**src/rtl/snd_pkg.sv**
```systemverilog
// Shared defaults and types for the sound PWM output stage.
package snd_pkg;
  localparam int DW_DEF       = 16;
  localparam int PWM_BITS_DEF = 10;

  typedef enum logic {
    IDLE = 1'b0,
    RUN  = 1'b1
  } pwm_state_t;

  // Offset that maps signed 0 to the middle of the unsigned range.
  localparam logic [DW_DEF-1:0] MID_SCALE = {1'b1, {(DW_DEF-1){1'b0}}};
endpackage

```
**src/rtl/snd_pwm_quant.sv**
```systemverilog
// Combinational quantiser: signed sample plus carried residue -> PWM duty and new residue.
module snd_pwm_quant
  import snd_pkg::*;
#(
  parameter int DW       = DW_DEF,
  parameter int PWM_BITS = PWM_BITS_DEF
) (
  input  logic [DW-1:0]          i_hold,
  input  logic [DW-PWM_BITS-1:0] i_err,
  output logic [PWM_BITS-1:0]    o_duty,
  output logic [DW-PWM_BITS-1:0] o_err
);
  localparam int EW = DW - PWM_BITS;
  // Same value as MID_SCALE, sized to this instance's DW.
  localparam logic [DW-1:0] OFS = {1'b1, {(DW-1){1'b0}}};

  logic [DW-1:0] w_u;
  logic [DW:0]   w_acc;

  assign w_u   = i_hold + OFS;
  assign w_acc = {1'b0, w_u} + {{(PWM_BITS+1){1'b0}}, i_err};

  // A carry out of the top bit pins the output at full scale with maximal residue.
  always_comb begin
    o_duty = w_acc[DW-1:EW];
    o_err  = w_acc[EW-1:0];
    if (w_acc[DW]) begin
      o_duty = '1;
      o_err  = '1;
    end
  end
endmodule

```
**src/rtl/snd_pwm_dac.sv**
```systemverilog
// Sound PWM DAC: sample capture, period FSM, noise-shaped duty load, PWM output, overrun flag.
module snd_pwm_dac
  import snd_pkg::*;
#(
  parameter int DW       = DW_DEF,
  parameter int PWM_BITS = PWM_BITS_DEF
) (
  input  logic          CLK_IN,
  input  logic          RST,
  input  logic          enable,
  input  logic [DW-1:0] snd,
  input  logic          snd_sample,
  input  logic          ovr_clr,
  output logic          snd_pwm,
  output logic          ovr
);
  localparam int EW = DW - PWM_BITS;
  localparam logic [PWM_BITS-1:0] CNT_MAX = '1;

  pwm_state_t          r_state;
  logic [DW-1:0]       r_hold;
  logic                r_fresh;
  logic [PWM_BITS-1:0] r_cnt;
  logic [PWM_BITS-1:0] r_duty;
  logic [EW-1:0]       r_err;

  logic [PWM_BITS-1:0] w_duty;
  logic [EW-1:0]       w_err;
  logic                w_load;

  snd_pwm_quant #(.DW(DW), .PWM_BITS(PWM_BITS)) u_quant (
    .i_hold (r_hold),
    .i_err  (r_err),
    .o_duty (w_duty),
    .o_err  (w_err)
  );

  // Load on the enabling edge, then once per period at the counter wrap.
  assign w_load = enable && ((r_state == IDLE) || (r_cnt == CNT_MAX));

  always_ff @(posedge CLK_IN or negedge RST) begin
    if (!RST) begin
      r_state <= IDLE;
      r_hold  <= '0;
      r_fresh <= 1'b0;
      r_cnt   <= '0;
      r_duty  <= '0;
      r_err   <= '0;
      snd_pwm <= 1'b0;
      ovr     <= 1'b0;
    end else begin
      if (snd_sample) r_hold <= snd;

      if (snd_sample)  r_fresh <= 1'b1;
      else if (w_load) r_fresh <= 1'b0;

      // A strobe that lands on a load replaces a sample just consumed, so it is not an overrun.
      if (snd_sample && r_fresh && !w_load) ovr <= 1'b1;
      else if (ovr_clr)                     ovr <= 1'b0;

      snd_pwm <= (r_state == RUN) && (r_cnt < r_duty);

      case (r_state)
        IDLE: begin
          if (enable) begin
            r_state <= RUN;
            r_cnt   <= '0;
            r_duty  <= w_duty;
            r_err   <= w_err;
          end
        end
        RUN: begin
          if (!enable) begin
            r_state <= IDLE;
            r_cnt   <= '0;
            r_duty  <= '0;
            r_err   <= '0;
          end else if (w_load) begin
            r_cnt  <= '0;
            r_duty <= w_duty;
            r_err  <= w_err;
          end else begin
            r_cnt <= r_cnt + 1'b1;
          end
        end
        default: r_state <= IDLE;
      endcase
    end
  end
endmodule

```
**config.mk**
```make
export PLATFORM = sky130hd
export DESIGN_NAME = snd_pwm_dac
export DESIGN_NICKNAME = d
export VERILOG_FILES = /design/src/rtl/snd_pkg.sv /design/src/rtl/snd_pwm_quant.sv /design/src/rtl/snd_pwm_dac.sv
export SDC_FILE = /design/constraint.sdc
export NUM_CORES = 1
export LEC_CHECK = 0
export CAP_MARGIN = 25
export CORE_ASPECT_RATIO = 0.7
export CORE_MARGIN = 1.5
export CORE_UTILIZATION = 57
export CTS_BUF_LIST = sky130_fd_sc_hd__clkbuf_16
export DETAILED_ROUTE_END_ITERATION = 10
export GPL_ROUTABILITY_DRIVEN = 0
export PLACE_DENSITY = 0.76
export SYNTH_ARGS = -nofsm -noshare
export SYNTH_HDL_FRONTEND = slang
export SYNTH_SLANG_ARGS = --single-unit
```
**constraint.sdc**
```tcl
create_clock -name CLK_IN -period 2.2 [get_ports CLK_IN]
set_input_delay 0.22 -clock CLK_IN [delete_from_list [all_inputs] [get_ports CLK_IN]]
set_output_delay 0.22 -clock CLK_IN [all_outputs]
set_load 0.005 [all_outputs]
```
* Yosys cells after proc, flatten, opt, wreduce, memory -nomap -nowiden
Cells that the tools add are included.
** Word-level totals
- Flip-flop bits (word level) :: 46
- Bits in latches :: 0
- RAM bits :: 0
- Memory bits (read-only) :: 0
- Output and inout port bits :: 2
- Memories kept :: 0
** Operators by class
- $add $sub $neg :: 3
- $mul :: 0
- Divide/modulo/power cells :: 0
- Magnitude comparators :: 1
- Equal/unequal tests :: 3
- Shifts and indexed selects :: 0
- Muxes and demuxes :: 19
- Bitwise operators :: 1
- Reduce and logical (&&, ||, !) cells :: 9
** Operator list (count)
- two-way mux 10 bit :: 7
- one-hot mux 10 bit (2 select lines) :: 2
- two-way mux 6 bit :: 4
- adder 16 x 6 -> 17 bit :: 1
- adder 16 bit (second input constant) :: 1
- one-hot mux 6 bit (2 select lines) :: 1
- adder 10 x 1 -> 10 bit (second input constant) :: 1
- == test 10 bit (second input constant) :: 1
- less-than comparator 10 bit :: 1
- two-way mux 1 bit :: 5
- logical AND 1 bit :: 4
- nonzero test 2 bit :: 2
- inequality test 3 x 2 -> 1 bit (second input constant) :: 1
- inequality test 2 bit (second input constant) :: 1
- AND reduction 2 bit :: 1
- logical NOT 1 bit :: 1
- logical OR 1 bit :: 1
- NOT 1 bit :: 1

* Longest topological paths before layout
Gate-level depths: netlist of the first run.
- Word-level depth :: 6
- Depth in mapped cells :: 7
- Mapped depth without buffers :: 7

* By module
Synthesis of the first run repeated with hierarchy kept, for this count alone.
** Unflattened totals
- Cells, all modules :: 254
- Area, all modules :: 2742.6 um2
** Modules (own cells, without submodules)
- snd_pwm_dac :: times used 1, cells each 171, area an instance 2093.3 um2, seq. area each 1151.1 um2
- snd_pwm_quant :: times used 1, cells each 83, area an instance 649.4 um2, seq. area each 0.0 um2

* Least setup slack after synthesis of the first run
Ideal clock, no wire load.
- Kind :: register to register
- Start :: register r_hold[0]
- End :: register r_duty[9]
- Arrival :: 1.795 ns
- Data required time :: 2.078 ns
- Setup slack :: 0.284 ns
- Cell stages (with the launch flop) :: 8
- Period minus slack after synthesis :: 1.916 ns
- Cells stage by stage :: dfrtp_1 ha_1 fa_1 a21o_1 and4_1 nor2_1 nand4_1 a32o_1
** On the way
- Longest elaborated chain between the ends :: 6
- Elaborated cells between the ends (all ways) :: 7
** RTL lines
- start, declared :: line snd_pwm_dac.sv:21 : logic [DW-1:0] r_hold;
- start signal, assigned :: line snd_pwm_dac.sv:52 : if (snd_sample) r_hold <= snd;
- adder 16 bit * :: line snd_pwm_quant.sv:20 : assign w_u = i_hold + OFS;
- adder 16 x 6 -> 17 bit * :: line snd_pwm_quant.sv:21 : assign w_acc = {1'b0, w_u} + {{(PWM_BITS+1){1'b0}}, i_err};
- two-way mux 10 bit * :: line snd_pwm_quant.sv:27 : if (w_acc[DW]) begin
- two-way mux 10 bit :: line snd_pwm_dac.sv:78 : end else if (w_load) begin
- two-way mux 10 bit :: line snd_pwm_dac.sv:73 : if (!enable) begin
- one-hot mux 10 bit (2 select lines) * :: line snd_pwm_dac.sv:63 : case (r_state)
- end signal, assigned :: line snd_pwm_dac.sv:68 : r_duty <= w_duty;
- end signal, assigned :: line snd_pwm_dac.sv:80 : r_duty <= w_duty;
- end, declared :: line snd_pwm_dac.sv:24 : logic [PWM_BITS-1:0] r_duty;
Every way passes the cells marked *; elsewhere a longest branch is shown, timed or not. The select of a mux whose other input is x is not followed.
A chain may end at the register's enable or synchronous reset.

* Worst setup path in the final report of the first run
- Start :: register r_err[0]
- End :: register r_duty[9]
** On the way
- Longest elaborated chain between the ends :: 5
- Elaborated cells between the ends (all ways) :: 6
** RTL lines
- start, declared :: line snd_pwm_dac.sv:25 : logic [EW-1:0] r_err;
- start signal, assigned :: line snd_pwm_dac.sv:69 : r_err <= w_err;
- start signal, assigned :: line snd_pwm_dac.sv:81 : r_err <= w_err;
- adder 16 x 6 -> 17 bit * :: line snd_pwm_quant.sv:21
- two-way mux 10 bit * :: line snd_pwm_quant.sv:27
- two-way mux 10 bit :: line snd_pwm_dac.sv:78
- two-way mux 10 bit :: line snd_pwm_dac.sv:73
- one-hot mux 10 bit (2 select lines) * :: line snd_pwm_dac.sv:63
Marked as above.

==> impl_results.html, run 1 <==
<table>
<tr><th>Metric</th><th>Value</th></tr>
<tr><th colspan="2">Synthesis</th></tr>
<tr><td>Number of enable flip-flop cells after synthesis</td><td>0</td></tr>
<tr><td>Post-Synthesis Cells</td><td>~260</td></tr>
<tr><td>Share of async-settable or async-resettable flops after synthesis</td><td>100%</td></tr>
<tr><td>Synthesized area divided by synthesized cell count</td><td>just over 10 um2</td></tr>
<tr><td>Nets in the synthesized netlist</td><td>about 300</td></tr>
<tr><td>#FFs+latches synth</td><td>between 40 and 50</td></tr>
<tr><td>Number of warnings reported in the yosys synthesis log</td><td>0</td></tr>
<tr><td>Part of the Yosys area used for sequential elements</td><td>44.1%</td></tr>
<tr><td>Main synth FF type</td><td>sky130_fd_sc_hd__dfrtp_1</td></tr>
<tr><td>Cell area after technology mapping</td><td>between 0.002 and 0.003 mm2</td></tr>
<tr><td>Number of library cell types mapped by synthesis</td><td>47</td></tr>
<tr><th colspan="2">Job</th></tr>
<tr><td>Max-cap violations</td><td>0</td></tr>
<tr><th colspan="2">STA</th></tr>
<tr><td>Slew at the pin closest to its max-slew limit</td><td>a little over 0.6 ns</td></tr>
<tr><td>Setup violations, final</td><td>0</td></tr>
<tr><td>Highest clock frequency the design can meet</td><td>493 MHz</td></tr>
<tr><td>Setup repair after global routing missed its margin</td><td>false</td></tr>
<tr><td>Fraction of the cycle the final worst path needs</td><td>between 90% and 100%</td></tr>
<tr><td>Hold Worst Slack</td><td>between 0.4 and 0.5 ns</td></tr>
<tr><td>Total count of hold-check failures in the final report</td><td>0</td></tr>
<tr><td>Pins over their slew limit</td><td>0</td></tr>
<tr><td>Post-layout minimum cycle time</td><td>approximately 2.0 ns</td></tr>
<tr><td>Clock skew</td><td>between 0.006 and 0.007 ns</td></tr>
<tr><td>Setup TNS Final</td><td>0 ns</td></tr>
<tr><td>Worst max-slew margin expressed relative to the limit</td><td>slightly below 60%</td></tr>
<tr><th colspan="2">Detailed routing</th></tr>
<tr><td>Residual DRC</td><td>0</td></tr>
<tr><td>Final Routed Wirelength</td><td>between 5000 and 6000 um</td></tr>
<tr><td>WL per Instance</td><td>15.8 um</td></tr>
<tr><td>Number of nets with antenna violations after routing</td><td>0</td></tr>
<tr><td>Per-cell via count in the routed design</td><td>around 6.1</td></tr>
<tr><td>Total number of vias</td><td>around 2100</td></tr>
<tr><td>Detailed Routing Iterations Pass 1</td><td>4</td></tr>
<tr><td>Detailed router's first-iteration violation count</td><td>about 160</td></tr>
<tr><th colspan="2">Power</th></tr>
<tr><td>Leak pwr</td><td>1.39 nW</td></tr>
<tr><td>Ratio of total power to cell area</td><td>approximately 820 mW/mm2</td></tr>
<tr><td>Maximum ir drop on the vdd rail</td><td>between 0.5 and 0.6 mV</td></tr>
<tr><th colspan="2">Critical path</th></tr>
<tr><td>Top fanout value on the critical path</td><td>3</td></tr>
<tr><td>Category of the critical setup timing path</td><td>flip-flop to flip-flop</td></tr>
<tr><td>Required time worst endpoint</td><td>approximately 2.4 ns</td></tr>
<tr><td>Setup crit end kind</td><td>flip-flop</td></tr>
<tr><td>Arrival time of data at the critical path endpoint</td><td>2.20 ns</td></tr>
<tr><td>Startpoint class of the critical path</td><td>flip-flop</td></tr>
<tr><th colspan="2">Place</th></tr>
<tr><td>Half-perimeter wire length after detailed placement</td><td>3890 um</td></tr>
<tr><td>Port Buffers</td><td>22</td></tr>
<tr><th colspan="2">Finish</th></tr>
<tr><td>Synthesis-to-finish area growth</td><td>19.2%</td></tr>
<tr><td>Antenna diode count</td><td>0</td></tr>
<tr><td># fillers</td><td>roughly 330</td></tr>
<tr><td>Layout cells sized above 1</td><td>15.4%</td></tr>
<tr><td>Total Nets Final</td><td>between 300 and 400</td></tr>
<tr><th colspan="2">Global route</th></tr>
<tr><td>Vias in the first global route</td><td>2025</td></tr>
<tr><td>Antenna violations before repair</td><td>0</td></tr>
<tr><td>Grt ovf</td><td>0</td></tr>
<tr><td>Total global-route track usage</td><td>between 20% and 30%</td></tr>
<tr><td>Pin count of the biggest net entering global routing</td><td>25</td></tr>
<tr><td>Wire length of the first global-routing pass</td><td>9550 um</td></tr>
<tr><th colspan="2">Worst hold path</th></tr>
<tr><td>Worst hold path class</td><td>input pin to async pin</td></tr>
<tr><th colspan="2">Clocking</th></tr>
<tr><td>Post-CTS Setup Inserts</td><td>0</td></tr>
<tr><td>Clock tree root buffer cell</td><td>sky130_fd_sc_hd__clkbuf_16</td></tr>
<tr><td>CTS tree</td><td>built</td></tr>
<tr><td>Clock tree sinks</td><td>46</td></tr>
<tr><td>Clock Tree Buf Depth</td><td>2</td></tr>
<tr><td>Clock Latency Late Sink</td><td>~0.29 ns</td></tr>
<tr><td>TritonCTS buffer count</td><td>5</td></tr>
<tr><td>Clock slew seen by the registers of the worst setup and hold paths</td><td>~0.06 ns</td></tr>
<tr><td>Depth of the CTS H-tree</td><td>2</td></tr>
<tr><th colspan="2">Floorplanning</th></tr>
<tr><td>Initial standard-cell utilization of the core</td><td>59.7%</td></tr>
<tr><td>Row count</td><td>20</td></tr>
<tr><td>Count of pins on the block boundary</td><td>23</td></tr>
<tr><td>Die height</td><td>about 60 um</td></tr>
<tr><td>Die Width</td><td>83.9 um</td></tr>
<tr><td>Die area</td><td>between 0.005 and 0.006 mm2</td></tr>
<tr><td>Core outline area</td><td>approximately 0.0044 mm2</td></tr>
<tr><th colspan="2">Outcome</th></tr>
<tr><td>Result of the run</td><td>complete, no violations</td></tr>
</table>
-- path summary, 6_finish.rpt --
kind                            cells after the start   endpoint      from  slack (ns)
worst max-delay path                                7  r_duty[9]  r_err[0]        0.17
worst min-delay path                                2   r_cnt[8]       RST        0.44
worst max register to register                      7  r_duty[9]  r_err[0]        0.17
worst min register to register                      2   r_err[2]  r_err[2]        0.48
max in group asynchronous                           3  r_hold[5]       RST        1.25
min in group CLK_IN                                 2   r_err[2]  r_err[2]        0.48
-- per-layer routing --
metal | GRT usage, % | vias up | share of wire [%]
met3 | 4.60 | 9 | 3.6
met4 | 8.43 | 0 | 1.3
met1 | 33.6 | 1020 | 50
met2 | 39.7 | 35 | 46
li1 | - | 1008 | -
met5 | 0 | - | 0
-- synthesized netlist by cell type (all sizes together) (2+ instances only) --
library cell | n | area share, %
ha | 16 | 7.7
dfrtp | 46 | 44
inv | 10 | 1.4
nand3 | 10 | 1.9
a211oi | 2 | 0.77
o211ai | 2 | 0.57
mux2i | 4 | 1.5
and2b | 2 | 0.67
a22oi | 3 | 0.86
nand4 | 6 | 1.7
nor3 | 4 | 0.96
o41ai | 3 | 1.0
nor2 | 10 | 1.4
xor2 | 4 | 1.3
buf | 5 | 1.4
a21o | 5 | 1.4
o21bai | 2 | 0.57
and4 | 4 | 1.5
nand2b | 5 | 1.2
nand2 | 30 | 4.3
a31oi | 5 | 1.2
a221o | 2 | 0.77
o21ai | 29 | 5.7
xnor2 | 2 | 0.67
a21oi | 10 | 2.3
o31ai | 5 | 1.4
and3 | 3 | 0.77
mux2 | 16 | 6.9
-- critical path, cell delays in order (launching register included) --
cell	delay (ns)
sky130_fd_sc_hd__dfrtp_1	0.39
sky130_fd_sc_hd__ha_1	0.24
sky130_fd_sc_hd__fa_2	0.36
sky130_fd_sc_hd__a21o_1	0.19
sky130_fd_sc_hd__and4_1	0.24
sky130_fd_sc_hd__nor2_2	0.12
sky130_fd_sc_hd__nand4_1	0.11
sky130_fd_sc_hd__a32o_1	0.26
-- cells in the final DEF (no fill, tap or decap), types with 3 or more instances in the layout --
| cell type | Yosys | layout |
|---|---|---|
| sky130_fd_sc_hd__dfrtp_1 | 46 | 46 |
| sky130_fd_sc_hd__nand3_1 | 10 | 10 |
| sky130_fd_sc_hd__xor2_1 | 4 | 4 |
| sky130_fd_sc_hd__inv_1 | 10 | 10 |
| sky130_fd_sc_hd__mux2_2 | 16 | 16 |
| sky130_fd_sc_hd__clkbuf_16 | 0 | 5 |
| sky130_fd_sc_hd__o21ai_0 | 28 | 26 |
| sky130_fd_sc_hd__buf_4 | 0 | 4 |
| sky130_fd_sc_hd__a21oi_1 | 9 | 9 |
| sky130_fd_sc_hd__nand4_1 | 5 | 5 |
| sky130_fd_sc_hd__mux2i_1 | 4 | 4 |
| sky130_fd_sc_hd__a21o_1 | 5 | 5 |
| sky130_fd_sc_hd__nand2_1 | 30 | 30 |
| sky130_fd_sc_hd__o31ai_1 | 5 | 5 |
| sky130_fd_sc_hd__nor2_1 | 10 | 9 |
| sky130_fd_sc_hd__clkdlybuf4s50_1 | 0 | 21 |
| sky130_fd_sc_hd__nand2b_1 | 5 | 5 |
| sky130_fd_sc_hd__o41ai_1 | 3 | 3 |
| sky130_fd_sc_hd__ha_1 | 16 | 16 |
| sky130_fd_sc_hd__a31oi_1 | 5 | 5 |
| sky130_fd_sc_hd__a22oi_1 | 3 | 3 |
| sky130_fd_sc_hd__nor3_1 | 3 | 3 |
-- kinds of logic after synthesis --
logic type / synth area share [%]
flops: 44.1
buf+inv: 2.83
fa+ha+maj: 8.43
compound gates: 18.9
xor+xnor: 2.01
simple gates: 15.4
mux: 8.43
-- cell type report --
type	instances	area [um2]	share of cell area, %
clock buffers	5	125	4.02
clock inverters	3	63.8	2.05
inverters	10	37.5	1.21
multi-input cells	194	1390	44.7
flip-flops and latches	46	1150	37.0
well taps	55	68.8	2.21
repair buffers	28	275	8.84
-- what timing repair did --
| item | in CTS | in global routing |
|---|---|---|
| setup endpoints to repair | 0 | 2 |
| gates resized for setup | 0 | 4 |
| hold buffers | 1 | 0 |
| endpoints found under the hold margin | 22 | 0 |
-- registers in the layout, indices dropped and copies added, names as in the netlist --
| signal | flops |
|---|---|
| r_fresh | 1 |
| r_err | 6 |
| r_hold | 16 |
| snd_pwm | 1 |
| r_state | 1 |
| r_cnt | 10 |
| r_duty | 10 |
| ovr | 1 |
-- report_power, final --
group | switching, mW | total [mW] | internal (mW)
logic | 0.299 | 0.564 | 0.264
clock network | 0.312 | 0.959 | 0.647
registers | 0.0783 | 1.02 | 0.938
-- through the flow --
stage	cells	instance area [um2]	worst slack, ns	power (mW)	util, %
finish	341	3110	0.173	2.54	71.1
global route	341	3110	0.0279	2.68	71.1
CTS	341	3110	0.0993	2.54	71.0
detailed placement	332	2910	0.105	1.57	66.5
global placement	332	2910	0.190	1.56	66.5
floorplan	255	2610	0.284	1.40	-
Note: power is estimated with default switching activity, not from simulation.
==> run 2, diff against run 1 <==
- ABC_CLOCK_PERIOD_IN_PS: unset -> 2200
- CORE_UTILIZATION: 57 -> 45
- PLACE_DENSITY: 0.76 -> 0.62
==> run 2 against run 1 <==
Net effect:
- non-clock buffer count did not move
- wire length fell by 1.0%
- combinational power fell by 3%
- cell count rose by 5.0%
- total power fell by 4.9%
- clock-buffer cell count did not move
- register-to-register slack got worse by 0.07 ns
- via count fell by 1.8%
- critical endpoint is now r_duty[4]
==> impl_results.html, run 2 (synthesis gave the netlist of run 1 again) <==
<table>
<tr><th>Metric</th><th>Value</th></tr>
<tr><th colspan="2">Global route</th></tr>
<tr><td>Antenna violations before repair</td><td>0 (unchanged)</td></tr>
<tr><td>Grt ovf</td><td>0 (unchanged)</td></tr>
<tr><td>Pin count of the biggest net entering global routing</td><td>26 (+4.0%)</td></tr>
<tr><td>Wire length of the first global-routing pass</td><td>9080 um (-4.9%)</td></tr>
<tr><td>Vias in the first global route</td><td>1893 (-6.5%)</td></tr>
<tr><td>Total global-route track usage</td><td>19.0% (-5.4 points)</td></tr>
<tr><th colspan="2">STA</th></tr>
<tr><td>Setup repair after global routing missed its margin</td><td>false</td></tr>
<tr><td>Highest clock frequency the design can meet</td><td>478 MHz (-3.2%)</td></tr>
<tr><td>Slew at the pin closest to its max-slew limit</td><td>0.610 ns (-0.00814 ns)</td></tr>
<tr><td>Setup violations, final</td><td>0 (unchanged)</td></tr>
<tr><td>Post-layout minimum cycle time</td><td>2.09 ns (+0.0662 ns)</td></tr>
<tr><td>Setup WS post-layout</td><td>0.107 ns (-0.0662 ns)</td></tr>
<tr><td>Clock skew</td><td>0.00441 ns (-0.00209 ns)</td></tr>
<tr><td>Fraction of the cycle the final worst path needs</td><td>95.1% (+3.0 points)</td></tr>
<tr><td>Worst max-slew margin expressed relative to the limit</td><td>59.2% (+0.54 points)</td></tr>
<tr><td>Setup TNS Final</td><td>0 ns (unchanged)</td></tr>
<tr><td>Pins over their slew limit</td><td>0 (unchanged)</td></tr>
<tr><td>Total count of hold-check failures in the final report</td><td>0 (unchanged)</td></tr>
<tr><th colspan="2">Power</th></tr>
<tr><td>Total Power Consumption</td><td>2.41 mW (-4.9%)</td></tr>
<tr><td>Maximum ir drop on the vdd rail</td><td>0.469 mV (-13%)</td></tr>
<tr><td>Ratio of total power to cell area</td><td>776 mW/mm2 (-4.8%)</td></tr>
<tr><td>Leak pwr</td><td>1.38 nW (-0.46%)</td></tr>
<tr><th colspan="2">Finish</th></tr>
<tr><td>Largest regs</td><td>r_hold: 16 flops, r_cnt: 10 flops, r_duty: 10 flops</td></tr>
<tr><td>Most common library cell in the layout ignoring fill and taps</td><td>sky130_fd_sc_hd__dfrtp_1</td></tr>
<tr><td>Synthesis-to-finish area growth</td><td>19.0%</td></tr>
<tr><td>Layout cells sized above 1</td><td>15.4% (unchanged)</td></tr>
<tr><td>Register bank with the most flops</td><td>r_hold</td></tr>
<tr><td>Largest register FFs</td><td>16 (unchanged)</td></tr>
<tr><td>Total Nets Final</td><td>323 (unchanged)</td></tr>
<tr><td>Antenna diode count</td><td>0 (unchanged)</td></tr>
<tr><td>Most used cells in the layout excluding fill and tap cells</td><td>46 x sky130_fd_sc_hd__dfrtp_1, 30 x sky130_fd_sc_hd__nand2_1, 27 x sky130_fd_sc_hd__o21ai_0</td></tr>
<tr><th colspan="2">Place</th></tr>
<tr><td>Minimum setup slack after placement</td><td>0.121 ns (+0.0162 ns)</td></tr>
<tr><td>Half-perimeter wire length after detailed placement</td><td>3950 um (+1.4%)</td></tr>
<tr><td>Port Buffers</td><td>22 (unchanged)</td></tr>
<tr><th colspan="2">Detailed routing</th></tr>
<tr><td>Detailed Routing Iterations Pass 1</td><td>4 (unchanged)</td></tr>
<tr><td>WL per Instance</td><td>14.9 um (-5.7%)</td></tr>
<tr><td>Total number of vias</td><td>2034 (-1.8%)</td></tr>
<tr><td>Detailed router's first-iteration violation count</td><td>96 (-40%)</td></tr>
<tr><td>Residual DRC</td><td>0 (unchanged)</td></tr>
<tr><td>Per-cell via count in the routed design</td><td>5.68 (-6.5%)</td></tr>
<tr><td>Final Routed Wirelength</td><td>5330 um (-1.0%)</td></tr>
<tr><td>Number of nets with antenna violations after routing</td><td>0 (unchanged)</td></tr>
<tr><th colspan="2">Critical path</th></tr>
<tr><td>Worst reg-to-reg path cell count</td><td>7 (unchanged)</td></tr>
<tr><td>Terminus of the critical flop-to-flop path</td><td>r_duty[4]</td></tr>
<tr><td>Largest stage delay on the critical path</td><td>0.41 ns (+0.02 ns)</td></tr>
<tr><td>Highest-delay cell along the critical path</td><td>sky130_fd_sc_hd__fa_1</td></tr>
<tr><td>Arrival time of data at the critical path endpoint</td><td>2.29 ns (+0.09 ns)</td></tr>
<tr><td>Required time worst endpoint</td><td>2.39 ns (+0.02 ns)</td></tr>
<tr><td>Category of the critical setup timing path</td><td>flip-flop to flip-flop</td></tr>
<tr><td>Cells along the critical path</td><td>ha_1, fa_1, a21o_1, nand4_1, nand2_1, and4_1, o31ai_1</td></tr>
<tr><td>Startpoint class of the critical path</td><td>flip-flop</td></tr>
<tr><td>R2R setup slack</td><td>0.11 ns (-0.07 ns)</td></tr>
<tr><td>Setup crit end kind</td><td>flip-flop</td></tr>
<tr><td>RR Startpoint</td><td>r_hold[0]</td></tr>
<tr><td>Top fanout value on the critical path</td><td>4 (+1)</td></tr>
<tr><th colspan="2">Floorplanning</th></tr>
<tr><td>Count of pins on the block boundary</td><td>23 (unchanged)</td></tr>
<tr><td>Die height</td><td>66.8 um (+12%)</td></tr>
<tr><td>Row count</td><td>22 (+10%)</td></tr>
<tr><td>Die area</td><td>0.00628 mm2 (+25%)</td></tr>
<tr><td>Core outline area</td><td>0.00542 mm2 (+24%)</td></tr>
<tr><td>Initial standard-cell utilization of the core</td><td>48.2% (-11 points)</td></tr>
<tr><td>Die Width</td><td>94.1 um (+12%)</td></tr>
<tr><th colspan="2">Clocking</th></tr>
<tr><td>Depth of the CTS H-tree</td><td>2 (unchanged)</td></tr>
<tr><td>CTS tree</td><td>built</td></tr>
<tr><td>Clock tree sinks</td><td>46 (unchanged)</td></tr>
<tr><td>Clock Tree Buf Depth</td><td>2 (unchanged)</td></tr>
<tr><td>Clock slew seen by the registers of the worst setup and hold paths</td><td>0.07 ns (about the same)</td></tr>
<tr><td>Clock tree root buffer cell</td><td>sky130_fd_sc_hd__clkbuf_16</td></tr>
<tr><td>TritonCTS buffer count</td><td>5 (unchanged)</td></tr>
<tr><td>Clock Latency Late Sink</td><td>0.28 ns (about the same)</td></tr>
<tr><th colspan="2">Outcome</th></tr>
<tr><td>Result of the run</td><td>complete, no violations</td></tr>
<tr><th colspan="2">Job</th></tr>
<tr><td>Max-cap violations</td><td>0 (unchanged)</td></tr>
<tr><th colspan="2">Worst hold path</th></tr>
<tr><td>Worst hold path class</td><td>input pin to async pin</td></tr>
</table>
-- run 2: changes by cell type in the layout (fill, tap and decap cells not counted) --
cell,before,now
sky130_fd_sc_hd__clkinv_2,0,2
sky130_fd_sc_hd__bufinv_16,2,1
sky130_fd_sc_hd__clkinv_1,1,0
sky130_fd_sc_hd__fa_1,0,1
sky130_fd_sc_hd__fa_2,1,0
sky130_fd_sc_hd__o21ai_0,26,27
sky130_fd_sc_hd__o21ai_1,2,1
-- run 2: report_power, final --
part	internal (mW)	leakage, nW	switching (mW)
combinational	0.263	0.719	0.286
clock	0.532	0.0836	0.320
sequential	0.938	0.580	0.0754
total	1.73	1.38	0.682
-- run 2: worst max-delay path by stage --
stage,startpoint,end,slack (ns)
global route,r_hold[0],r_duty[4],0.009
detailed placement,r_hold[0],r_duty[4],0.12
floorplan,r_hold[0],r_duty[9],0.28
global placement,r_hold[0],r_duty[9],0.18
finish,r_hold[0],r_duty[4],0.11
CTS,r_hold[0],r_duty[4],0.10
-- run 2: stage by stage --
stage / hold WS, ns / area, um2 / util (%) / cells
floorplan: -0.0756 / 2610 / - / 255
global placement: 0.229 / 2930 / 54.1 / 349
detailed placement: 0.231 / 2930 / 54.1 / 349
CTS: 0.463 / 3110 / 57.3 / 358
global route: 0.510 / 3110 / 57.3 / 358
finish: 0.441 / 3110 / 57.3 / 358
-- run 2: layout make-up --
type,instances,area (um2)
Fill cell,479,2310
Multi-Input combinational cell,194,1390
Sequential cell,46,1150
Timing Repair Buffer,28,275
Clock buffer,5,125
Tap cell,72,90.1
Clock inverter,3,40.0
Inverter,10,37.5
-- run 2: layer usage --
layer / wire, um / global-route usage, % / up-vias
met5: 0 / 0 / -
met4: 45 / 5.78 / 0
met3: 219 / 3.77 / 5
met2: 2230 / 30.0 / 37
met1: 2840 / 26.5 / 981
li1: - / - / 1011
-- run 2: what timing repair did --
action / 4_1_cts / 5_1_grt
gates resized for setup: 0 / 2
buffers inserted: 0 / 0
hold buffers: 1 / 0
endpoints found under the setup margin: 0 / 2
hold endpoints to repair: 21 / 0
-- run 2: worst max-delay path, delay by kind of cell, from the launching register on --
kind,cells,cell delay (ns)
fa+ha+maj,2,0.66
simple gates,3,0.55
compound gates,2,0.42
flops,1,0.38
